`src/rtl/instr_prefetch.sv`:
```
// rtl/instr_prefetch.sv - instruction prefetch engine with credit and outstanding-request flow control
// Optional feature: define PREFETCH_PERF_CNT_EN to count dropped responses on discard_cnt_o.
module instr_prefetch #(
  parameter logic [31:0] BOOT_ADDR       = 32'h0000_0000,
  parameter int          FIFO_DEPTH      = 8,
  parameter int          MAX_OUTSTANDING = 4
) (
  input  logic        clk_i,
  input  logic        rst_i,
  input  logic        redirect_i,
  input  logic [31:0] redirect_pc_i,
  output logic        mem_req_o,
  output logic [31:0] mem_addr_o,
  input  logic        mem_gnt_i,
  input  logic        mem_rvalid_i,
  input  logic [31:0] mem_rdata_i,
  output logic        fifo_push_o,
  output logic [63:0] fifo_data_o,
  output logic        fifo_flush_o,
  input  logic        fifo_pop_i,
  output logic [15:0] discard_cnt_o
);

  localparam int OW = $clog2(MAX_OUTSTANDING + 1);
  localparam int CW = $clog2(FIFO_DEPTH + 1);
  localparam logic [CW-1:0] CREDITS_FULL = CW'(FIFO_DEPTH);
  localparam logic [OW-1:0] OUT_MAX      = OW'(MAX_OUTSTANDING);

  typedef enum logic {IDLE = 1'b0, WAIT = 1'b1} state_e;

  state_e        state_q;
  logic          mem_req_q;
  logic [31:0]   pc_q;
  logic [31:0]   pend_pc_q;
  logic          redir_pend_q;
  logic [31:0]   rsp_pc_q;
  logic [CW-1:0] credits_q, credits_d;
  logic [OW-1:0] outstanding_q, outstanding_d;
  logic [OW-1:0] discard_q, discard_d;
  logic          gnt_acc;
  logic          can_fetch_now;
  logic          can_fetch_next;

  assign mem_req_o    = mem_req_q;
  assign mem_addr_o   = pc_q;
  assign gnt_acc      = mem_req_q & mem_gnt_i;
  // Reset gating keeps push/flush quiet while rst_i is asserted, even with live inputs.
  assign fifo_push_o  = mem_rvalid_i & (discard_q == '0) & ~redirect_i & ~rst_i;
  assign fifo_data_o  = {rsp_pc_q, mem_rdata_i};
  assign fifo_flush_o = redirect_i & ~rst_i;

  assign can_fetch_now  = (credits_q != '0) && (outstanding_q < OUT_MAX);
  assign can_fetch_next = (credits_d != '0) && (outstanding_d < OUT_MAX);

  // Next-state values of the credit, in-flight and discard counters
  always_comb begin
    outstanding_d = outstanding_q;
    if (gnt_acc)
      outstanding_d = outstanding_d + OW'(1);
    if (mem_rvalid_i && (outstanding_q != '0))
      outstanding_d = outstanding_d - OW'(1);

    credits_d = credits_q;
    if (redirect_i)
      credits_d = CREDITS_FULL;
    else if (fifo_pop_i && !gnt_acc && (credits_q < CREDITS_FULL))
      credits_d = credits_q + CW'(1);
    else if (gnt_acc && !fifo_pop_i)
      credits_d = credits_q - CW'(1);

    discard_d = discard_q;
    if (redirect_i)
      discard_d = outstanding_d;
    else begin
      if (mem_rvalid_i && (discard_q != '0))
        discard_d = discard_d - OW'(1);
      // The grant that was pending across a redirect fetches a stale address
      if (gnt_acc && redir_pend_q)
        discard_d = discard_d + OW'(1);
    end
  end

  // Request FSM with fetch PC and deferred-redirect bookkeeping
  always_ff @(posedge clk_i or posedge rst_i) begin
    if (rst_i) begin
      state_q      <= IDLE;
      mem_req_q    <= 1'b0;
      pc_q         <= BOOT_ADDR;
      pend_pc_q    <= BOOT_ADDR;
      redir_pend_q <= 1'b0;
    end else begin
      case (state_q)
        IDLE: begin
          if (can_fetch_now && !redirect_i) begin
            state_q   <= WAIT;
            mem_req_q <= 1'b1;
          end
        end
        WAIT: begin
          if (mem_gnt_i && !can_fetch_next) begin
            state_q   <= IDLE;
            mem_req_q <= 1'b0;
          end
        end
        default: begin
          state_q   <= IDLE;
          mem_req_q <= 1'b0;
        end
      endcase

      if (redirect_i) begin
        // An un-granted request must keep its address, so the target waits
        if ((state_q == WAIT) && !mem_gnt_i) begin
          pend_pc_q    <= redirect_pc_i;
          redir_pend_q <= 1'b1;
        end else begin
          pc_q         <= redirect_pc_i;
          redir_pend_q <= 1'b0;
        end
      end else if (gnt_acc) begin
        pc_q         <= redir_pend_q ? pend_pc_q : pc_q + 32'd4;
        redir_pend_q <= 1'b0;
      end
    end
  end

  // Counter registers and the PC tag of the next pushed response
  always_ff @(posedge clk_i or posedge rst_i) begin
    if (rst_i) begin
      credits_q     <= CREDITS_FULL;
      outstanding_q <= '0;
      discard_q     <= '0;
      rsp_pc_q      <= BOOT_ADDR;
    end else begin
      credits_q     <= credits_d;
      outstanding_q <= outstanding_d;
      discard_q     <= discard_d;
      if (redirect_i)
        rsp_pc_q <= redirect_pc_i;
      else if (fifo_push_o)
        rsp_pc_q <= rsp_pc_q + 32'd4;
    end
  end

`ifdef PREFETCH_PERF_CNT_EN
  logic        rsp_drop;
  logic [15:0] discard_cnt_q;

  assign rsp_drop      = mem_rvalid_i & ((discard_q != '0) | redirect_i);
  assign discard_cnt_o = discard_cnt_q;

  // Saturating count of responses dropped after redirects
  always_ff @(posedge clk_i or posedge rst_i) begin
    if (rst_i)
      discard_cnt_q <= 16'h0000;
    else if (rsp_drop && (discard_cnt_q != 16'hFFFF))
      discard_cnt_q <= discard_cnt_q + 16'd1;
  end
`else
  assign discard_cnt_o = 16'h0000;
`endif

endmodule

```
`config.mk`:
```
export PLATFORM = sky130hd
export DESIGN_NAME = instr_prefetch
export DESIGN_NICKNAME = d
export VERILOG_FILES = /design/src/rtl/instr_prefetch.sv
export SDC_FILE = /design/constraint.sdc
export NUM_CORES = 1
export LEC_CHECK = 0
export CAP_MARGIN = 20
export CORE_MARGIN = 2
export CORE_UTILIZATION = 50
export DETAILED_ROUTE_END_ITERATION = 8
export PLACE_DENSITY = 0.82
export SLEW_MARGIN = 40
export SYNTH_ARGS = -nofsm -noshare
export SYNTH_HDL_FRONTEND = slang
export SYNTH_SLANG_ARGS = --single-unit
```
`constraint.sdc`:
```
create_clock -name clk_i -period 7.44 [get_ports clk_i]
set_input_delay 1.86 -clock clk_i [delete_from_list [all_inputs] [get_ports clk_i]]
set_output_delay 1.86 -clock clk_i [all_outputs]
set_load 0.05 [all_outputs]
```
== After elaboration in Yosys (flattened, before gate mapping) ==
Index checks and enable logic that the tools add are counted.

* $lt $le $gt $ge: 3
* Bitwise gates (word level): 8
* Multiplexer cells: 24
* Equality and inequality tests: 3
* Add/sub/neg operators: 8
* Reductions and logical operators: 26

{| class="wikitable"
|+ Operator list
! cell !! count
|-
| $mux W32 || 6
|-
| $add A32 B3 Y32 const B || 2
|-
| $mux W3 || 6
|-
| $mux W4 || 3
|-
| $logic_and A1 B1 Y1 || 11
|-
| $reduce_bool A4 Y1 || 2
|-
| $mux W1 || 7
|-
| $add A3 B1 Y3 const B || 2
|-
| $lt A3 B3 Y1 const B || 2
|-
| $reduce_and A2 Y1 || 3
|-
| $reduce_bool A3 Y1 || 2
|-
| $sub A3 B1 Y3 const B || 2
|-
| $and A1 B1 Y1 || 5
|-
| $logic_not A1 Y1 || 5
|-
| $add A4 B1 Y4 const B || 1
|-
| $lt A4 B4 Y1 const B || 1
|-
| $ne A2 B2 Y1 const B || 2
|-
| $pmux W1 S2 || 2
|-
| $reduce_bool A2 Y1 || 2
|-
| $sub A4 B1 Y4 const B || 1
|-
| $logic_not A3 Y1 || 1
|-
| $not A1 Y1 || 3
|-
| $ne A2 B1 Y1 const B || 1
|}

* Bits in registers: 109
* Output and inout bits: 115
* Word-level logic and storage cells: 81
* Input bits: 70

== Depth between registers and ports, before layout ==
* Depth after elaboration: 12
* Gate-level depth with buffers: 9
* Depth with buffers taken out: 9

== Least setup slack after synthesis ==
Ideal clock, no wire load.

* Path kind: input to output
* From: in redirect_i
* To: out fifo_push_o
* Path buffers: 4
* Data arrival time: 3.292 ns
* Setup slack: 2.288 ns
* Required time: 5.580 ns
* Cell stages on the path: 5
* Path through: buf_2 clkbuf_1 clkbuf_1 clkbuf_1 nor2_1

* Longest elaborated chain between the ends: 3

{| class="wikitable"
|+ RTL lines
! what !! line !! text
|-
| start, declared || 10 || <nowiki>input logic redirect_i,</nowiki>
|-
| $not A1 Y1 || 48 || <nowiki>assign fifo_push_o = mem_rvalid_i & (discard_q == '0) & ~redirect_i & ~rst_i;</nowiki>
|-
| $and A1 B1 Y1 (2 in a row) || 48 ||
|-
| end, declared || 17 || <nowiki>output logic fifo_push_o,</nowiki>
|}

No other way between the ends.

== Worst setup path after layout ==
* From: in rst_i
* To: out fifo_push_o

* Longest elaborated chain between the ends: 2

{| class="wikitable"
|+ RTL lines
! what !! line !! text
|-
| start, declared || 9 || <nowiki>input logic rst_i,</nowiki>
|-
| $not A1 Y1 || 48 ||
|-
| $and A1 B1 Y1 || 48 ||
|}

No other way between the ends.

==> metrics.csv <==
metric,value,unit
cts_sinks,109,
cp_slowest_stage_delay,0.81,ns
start_util,0.509,
first_pass_iters,6,
drive_gt1_frac,0.107,
r2r_end,mem_addr_o[31],
synthCells,718,
drtAntennaViolNets,0,
cts_max_level,3,
grt_pass1_wl,27100,um
hold_end,mem_addr_o[1],
path_max_fanout,6,
hold_depth,2,
vias,5707,
vdd_drop_max,0.212,mV
clkLatencyLatePin,0.35,ns
wl_met3,1330,um
critical_path_required,5.58,ns
holdCritStartpoint,mem_addr_o[1],
synth-seq-cells,109,
endpoint_kind,output port,
synth_top_flop_cell,dfrtp_1,
reg2reg_from,mem_req_o,
fmax,181,MHz
path_class,input pin to output port,
hold_path.class,flop to flop,
outcome,completed,
fillCellCount,1131,
die_area,0.0143,mm^2
synth_edf_count,0,
final_cell_mix,"dfrtp_1 (107), clkdlybuf4s50_1 (103), nand2_1 (70), o21ai_0 (47), nor2_1 (42)",
synth_seq_area_share,0.408,
synthTopCellsByArea,"dfrtp_1 (40%), mux2_2 (6.2%), buf_4 (5.5%)",
num_antenna_cells,0,
dp.cells,933,
yosys.cell_types.count,70,
reg2reg_depth,5,
layout_commonest_cell,dfrtp_1,
avgViaCountPerCell,6.01,
routabilityCongestion,0.877,
reg2reg_slack,5.22,ns
cts_tree,built,
synth_warnings,0,
cts_setup_buffers,0,
syn_to_final_growth,16.9,%
p_per_area,350,mW/mm^2
final_cells,949,
crit_chain,clkdlybuf4s50_1 -> nand4bb_4 -> nor2_1 -> clkdlybuf4s50_1,
hold_violations,0,
fin_crit_sh,0.741,
track_usage,0.240,
nets,848,
ios,185,
cts_buffers,9,
synth_top_area_frac,0.404,
yosysTopAreaCell,dfrtp_1,
antenna_found_initial,0,
start_kind,input pin,
cts.clk_slew.worst_paths,0.07,ns
crit_arrival,3.65,ns
avgRoutedWirePerCell,17.8,um
dpl.hpwl,12000,um
maxCapViolCount,0,
overflow,0,
setup_violations,0,
multi_input_area,0.00342,mm^2
regArea,0.00273,mm^2
routedLengthMet1,7630,um
final.setup.tns,0,ns
drt_iter0_markers,628,
grt_max_degree,91,
grt_setup_unrepaired,no,
portBuffers,104,
tightest_slew,0.652,ns
fin_skew,0.0110,ns
core,0.0131,mm^2
clockBufferDepth,2,
dr.max_layer_used,met4,
synthArstFlopShare,1.00,
drc,0,
critPathSlowestCell,clkdlybuf4s50_1,
die_w,120,um
syn_avg_cell_area,9.31,um^2
rows,42,
wirelength,16900,um
hold_buffers,0,
cellLeakagePower,3.07,nW
met2RoutedLength,7510,um
period_minus_slack,5.51,ns
first_global_vias,5219,
syn_area,0.00669,mm^2
finalMaxSlewViolations,0,
cts-resized-gates,0,
die_h,120,um
relSlewSlack,0.562,
cp_common_cell,clkdlybuf4s50_1,
ctsRootBufferMaster,clkbuf_16,
[critical path, delay by kind of cell]
family,cells,cell delay (ns)
buffers and inverters,2,1.32
AND/OR/NAND/NOR,2,0.47
[kinds of logic after synthesis]
group | count (synthesis) | share of synthesized area
compound gates | 151 | 0.144
xor+xnor | 48 | 0.0629
fa+ha+maj | 10 | 0.0187
buf+inv | 107 | 0.0896
flops | 109 | 0.408
mux | 45 | 0.0743
other cells | 1 | 0.000561
simple gates | 247 | 0.202
[Yosys cell counts (all sizes together) (4+ instances only)]
| master | instances |
|---|---|
| buf | 63 |
| nand2 | 71 |
| a31oi | 9 |
| o22ai | 4 |
| o31ai | 4 |
| nand2b | 9 |
| and3 | 11 |
| mux2i | 8 |
| nand3 | 25 |
| ha | 10 |
| nand4 | 25 |
| or4 | 4 |
| nor4 | 6 |
| and4 | 11 |
| xnor2 | 26 |
| a21oi | 33 |
| a21boi | 6 |
| clkbuf | 23 |
| xor2 | 22 |
| nor3 | 19 |
| nor3b | 4 |
| o21ai | 49 |
| dfrtp | 108 |
| a221o | 6 |
| inv | 21 |
| mux2 | 37 |
| nor2 | 44 |
| and2 | 6 |
| a211oi | 10 |
[how the worst max path moves through the flow]
stage / from / end / slack [ns] / depth (start not counted)
finish: rst_i / fifo_push_o / 1.93 / 4
detailed placement: rst_i / fifo_push_o / 1.94 / 4
floorplan: redirect_i / fifo_push_o / 2.29 / 5
global placement: rst_i / fifo_push_o / 1.96 / 4
CTS: rst_i / fifo_push_o / 1.94 / 4
global route: rst_i / fifo_push_o / 1.85 / 4
[stage by stage]
step | total power (W) | worst slack [ns] | utilization | hold slack [ns] | area, um^2
floorplan | 0.00193 | 2.29 | - | 0.471 | 6740
global placement | 0.00224 | 1.96 | 0.573 | 0.465 | 7530
detailed placement | 0.00228 | 1.94 | 0.573 | 0.469 | 7530
CTS | 0.00274 | 1.94 | 0.594 | 0.485 | 7810
global route | 0.00289 | 1.85 | 0.595 | 0.518 | 7820
finish | 0.00274 | 1.93 | 0.595 | 0.478 | 7820
[cell type report]
class | instances | share of cell area
Inverter | 21 | 0.0107
Clock inverter | 4 | 0.00416
Tap cell | 176 | 0.0282
Timing Repair Buffer | 110 | 0.139
Multi-Input combinational cell | 517 | 0.437
Sequential cell | 109 | 0.349
Clock buffer | 12 | 0.0315
[layer usage]
| metal | track usage | vias to the layer above |
|---|---|---|
| li1 | - | 2627 |
| met1 | 0.350 | 2769 |
| met2 | 0.356 | 276 |
| met3 | 0.0314 | 35 |
| met4 | 0.110 | 0 |
| met5 | 0 | - |
[sequential cells by signal, indices dropped and copies added (netlist names)]
| name | count |
|---|---|
| mem_req_o | 1 |
| state_q | 1 |
| outstanding_q | 3 |
| rsp_pc_q | 32 |
| discard_q | 3 |
| pend_pc_q | 32 |
| redir_pend_q | 1 |
| mem_addr_o | 32 |
| credits_q | 4 |
[report_power, final]
part | leakage (nW) | internal, W | switching [W]
registers | 1.31 | 0.000800 | 0.000235
logic | 1.63 | 0.000479 | 0.000767
clock network | 0.129 | 0.000239 | 0.000219
total | 3.07 | 0.00152 | 0.00122
No activity file was read; power rests on OpenSTA's default activity.
